## config.mk

```make
export PLATFORM = sky130hd
export DESIGN_NAME = systolic_a_ctrl
export DESIGN_NICKNAME = d
export VERILOG_FILES = /design/src/rtl/systolic_a_ctrl.sv
export SDC_FILE = /design/constraint.sdc
export NUM_CORES = 1
export LEC_CHECK = 0
export BUFFER_PORTS_ARGS = -buffer_cell sky130_fd_sc_hd__buf_2
export CAP_MARGIN = 30
export CORE_MARGIN = 2
export CORE_UTILIZATION = 30
export CTS_BUF_LIST = sky130_fd_sc_hd__clkbuf_16
export DETAILED_ROUTE_END_ITERATION = 12
export PLACE_DENSITY = 0.76
export SETUP_SLACK_MARGIN = 0.15
export SLEW_MARGIN = 20
export SYNTH_ARGS = -nofsm -noshare
export SYNTH_HDL_FRONTEND = slang
export SYNTH_SLANG_ARGS = --single-unit
export TNS_END_PERCENT = 100
```

## constraint.sdc

```tcl
create_clock -name clk -period 2.23 [get_ports clk]
set_input_delay 0.223 -clock clk [delete_from_list [all_inputs] [get_ports clk]]
set_output_delay 0.223 -clock clk [all_outputs]
set_load 0.005 [all_outputs]
```

## src/rtl/systolic_a_ctrl.sv

```systemverilog
// systolic_a_ctrl: loads DIM rows of the A tile into A memory, then runs the shift phase
module systolic_a_ctrl #(
    parameter int BITS_AB = 8,
    parameter int DIM     = 8
) (
    input  logic                                   clk,
    input  logic                                   rst_n,
    input  logic                                   start,
    input  logic                                   abort,
    input  logic                                   hold,
    input  logic                                   row_valid,
    output logic                                   row_ready,
    input  logic signed [DIM-1:0][BITS_AB-1:0]     row_data,
    output logic signed [DIM-1:0][BITS_AB-1:0]     mem_Ain,
    output logic        [$clog2(DIM)-1:0]          mem_Arow,
    output logic                                   mem_WrEn,
    output logic                                   mem_en,
    output logic                                   busy,
    output logic                                   done
);
    localparam int AW = $clog2(DIM);
    localparam int RW = $clog2(3*DIM-1);
    localparam logic [AW-1:0] ROW_LAST = AW'(DIM-1);
    localparam logic [RW-1:0] RUN_LAST = RW'(3*DIM-3);

    typedef enum logic [1:0] {IDLE, LOAD, RUN, DONE} state_t;

    state_t          state, state_nxt;
    logic [AW-1:0]   row_cnt;
    logic [RW-1:0]   run_cnt;
    logic            hs;

    always_ff @(posedge clk or negedge rst_n) begin
        if (!rst_n) state <= IDLE;
        else        state <= state_nxt;
    end

    always_comb begin
        state_nxt = state;
        row_ready = state == LOAD && !abort;
        hs        = row_ready && row_valid;
        mem_WrEn  = hs;
        mem_Arow  = row_cnt;
        mem_Ain   = row_data;
        mem_en    = state == RUN && !hold && !abort;
        busy      = state != IDLE;
        done      = state == DONE && !abort;
        case (state)
            IDLE:    state_nxt = start && !abort ? LOAD : IDLE;
            LOAD:    state_nxt = abort ? IDLE : hs && row_cnt == ROW_LAST ? RUN : LOAD;
            RUN:     state_nxt = abort ? IDLE : mem_en && run_cnt == RUN_LAST ? DONE : RUN;
            default: state_nxt = IDLE;
        endcase
    end

    // counters hold zero outside their own phase, so every entry starts clean
    always_ff @(posedge clk or negedge rst_n) begin
        if (!rst_n) begin
            row_cnt <= '0;
            run_cnt <= '0;
        end else begin
            row_cnt <= state_nxt != LOAD ? '0 : hs ? row_cnt + AW'(1) : row_cnt;
            run_cnt <= state_nxt != RUN ? '0 : mem_en ? run_cnt + RW'(1) : run_cnt;
        end
    end
endmodule

```

==> results.cfg <==
[status]
status = completed

[worst_setup_path]
worstSetupPathType = register to output port
r2r_cells = 3
endpoint = mem_en
worstPathArrival_ps = 1720
end_kind = output port
rr_endpoint = run_cnt[3]
path_max_fanout = 9
cp-start-kind = register
setup.worst_path.start = state[0]
worst_ep_required_time_ps = 2010
reg2reg_slack_ps = 410
r2r-start = state[0]

[die]
dieArea_um2 = 3984
die_h_um = 63.12
fp-row-count = 21
core_region_area_um2 = 3337
start_util = 0.3142
die_width_um = 63.12
ios = 142

[timing]
min_period_ps = 1945
fmax_ghz = 0.5141
tightest_slew_ps = 344.2
relSlewSlack = 0.7696
setup_viol = 0
setup_tns_ps = 0
clock_skew_ps = 0.3670
hold_violations = 0
slew_viol_final = 0
rsz0062_at_grt = no
final.period_utilization = 0.8723
whs_ps = 370.5

[power_and_ir_drop]
peakVddDrop_mv = 0.1827
p_leak_nw = 0.3533
power.density_nw_per_um2 = 687.4
p_total_mw = 0.5350

[placement]
gp_congestion = 0.7593
dpl.cell_count = 116
dp_hpwl_mm = 1.053
portBuffers = 13
placed_area_um2 = 689.4

[clock_network]
postCtsSetupRepairBufs = 0
clock_path_buffers = 2
cts_tree = yes
htreeDepth = 1
ctsHoldBuffers = 1
cts_root_buf = clkbuf_16
clk_latency_ps = 240
cts.sinks = 10
cts.repair.resized = 0
cts_buffers = 3
cts.clk_slew.worst_paths_ps = 40

[drt]
dr.pass1.iters = 4
dr_total_vias = 527
drc = 0
vias_per_cell = 4.355
ant_nets = 0
drt-wirelength-per-cell_um = 12.23
wirelength_mm = 1.480
dr.first_iter.drc_count = 18

[yosys]
seq_area_frac_synth = 0.2387
ys_types = 26
yosysWarnings = 0
synthCells = 122
avgSynthCellArea_um2 = 8.594
synth_seq_cells = 10
syn_nets = 196
synthTopCellsByArea = buf_4, dfrtp_1, ha_1
syn_area_um2 = 1049
netlist.area_leader.share = 0.4582
synth_top_area_cell = buf_4

[cells_and_area]
finalNetCount = 150
drive_gt1_frac = 0.2400
antenna_cells = 0
syn2layout_area_growth_pct = -25.78
fin_area_um2 = 778.2
instances_no_fill = 121

[global_route]
grt_pass1_vias = 496
grt_overflow = 0
grt.total_usage = 0.07620
grt_max_degree = 11
grt_pass1_wl_mm = 2.304
antenna_found_initial = 0

[hold_path]
holdCritStartpoint = start
worstHoldPathType = primary input to register

[run]
cap_viol_max_count = 0
## report_power, final
| group | internal (mW) | switching, mW |
|---|---|---|
| Clock | 0.235 | 0.0883 |
| Sequential | 0.184 | 0.00281 |
| Combinational | 0.0122 | 0.0122 |
| Total | 0.432 | 0.103 |
## placed cells by master (no fill, tap or decap), drive strengths merged, types with 3 or more instances in the layout
master  count
nor2        5
inv         3
a21oi       4
nand3b      3
nand2       5
ha          4
dfrtp      10
buf        14
clkbuf      3
## stage by stage
stage	util	setup slack [ps]
floorplan	-	479.1
global placement	0.2066	439.0
detailed placement	0.2066	424.6
CTS	0.2332	288.1
global route	0.2332	191.9
finish	0.2332	284.7
## per-layer routing
| layer | GRT usage | routed length (um) | vias up |
|---|---|---|---|
| li1 | - | - | 245 |
| met1 | 0.07497 | 569 | 246 |
| met2 | 0.1011 | 646 | 30 |
| met3 | 0.06071 | 220 | 6 |
| met4 | 0.06667 | 43 | 0 |
| met5 | 0 | 0 | - |
## synth_stat cells
cell type,instances
buf_4,64
dfrtp_1,10
nand2_1,5
nor2_1,5
a21oi_1,4
ha_1,4
inv_1,3
nand3b_1,3
mux2i_1,2
nand2b_1,2
nand3_1,2
nand4b_1,2
o21ai_0,2
or4b_1,2
a211oi_1,1
a21o_1,1
a311oi_1,1
a41oi_1,1
clkbuf_1,1
clkbuf_2,1
nor3_1,1
nor3b_1,1
nor4bb_1,1
o211ai_1,1
or2_2,1
xnor2_1,1
## critical path, stage by stage (launching register included)
cell     delay, ps
dfrtp_1        440
or4b_1         660
inv_1          230
buf_2          160
## logic make-up (layout without fill, tap and decap cells)
kind of cell / after synthesis / count (layout) / share of synthesized area
adder cells (fa/ha/maj): 4 / 4 / 0.04773
AO/OA/AOI/OAI: 11 / 11 / 0.06684
flip-flops: 10 / 10 / 0.2387
AND/OR/NAND/NOR: 25 / 25 / 0.1420
multiplexers: 2 / 2 / 0.01909
buffers and inverters: 69 / 22 / 0.4773
XOR/XNOR: 1 / 1 / 0.008355
## state kept, by name, summed over array words and instances (netlist names)
name / flops
state: 2
run_cnt: 5
mem_Arow: 3
## cell type report
class / instances / area [um2]
multi-input cells: 43 / 297.8
inverters: 3 / 11.26
well taps: 46 / 57.56
fillers: 365 / 2559
repair buffers: 15 / 82.58
clock inverters: 1 / 3.754
clock buffers: 3 / 75.07
flip-flops and latches: 10 / 250.2
## worst min path at each step
stage,cells past startpoint,to
final,3,state[0]
after global routing,3,state[0]
after CTS,3,state[0]
after detailed placement,1,run_cnt[4]
after global placement,1,run_cnt[2]
after floorplan,0,mem_Arow[0]
Note: power is estimated with default switching activity, not from simulation.
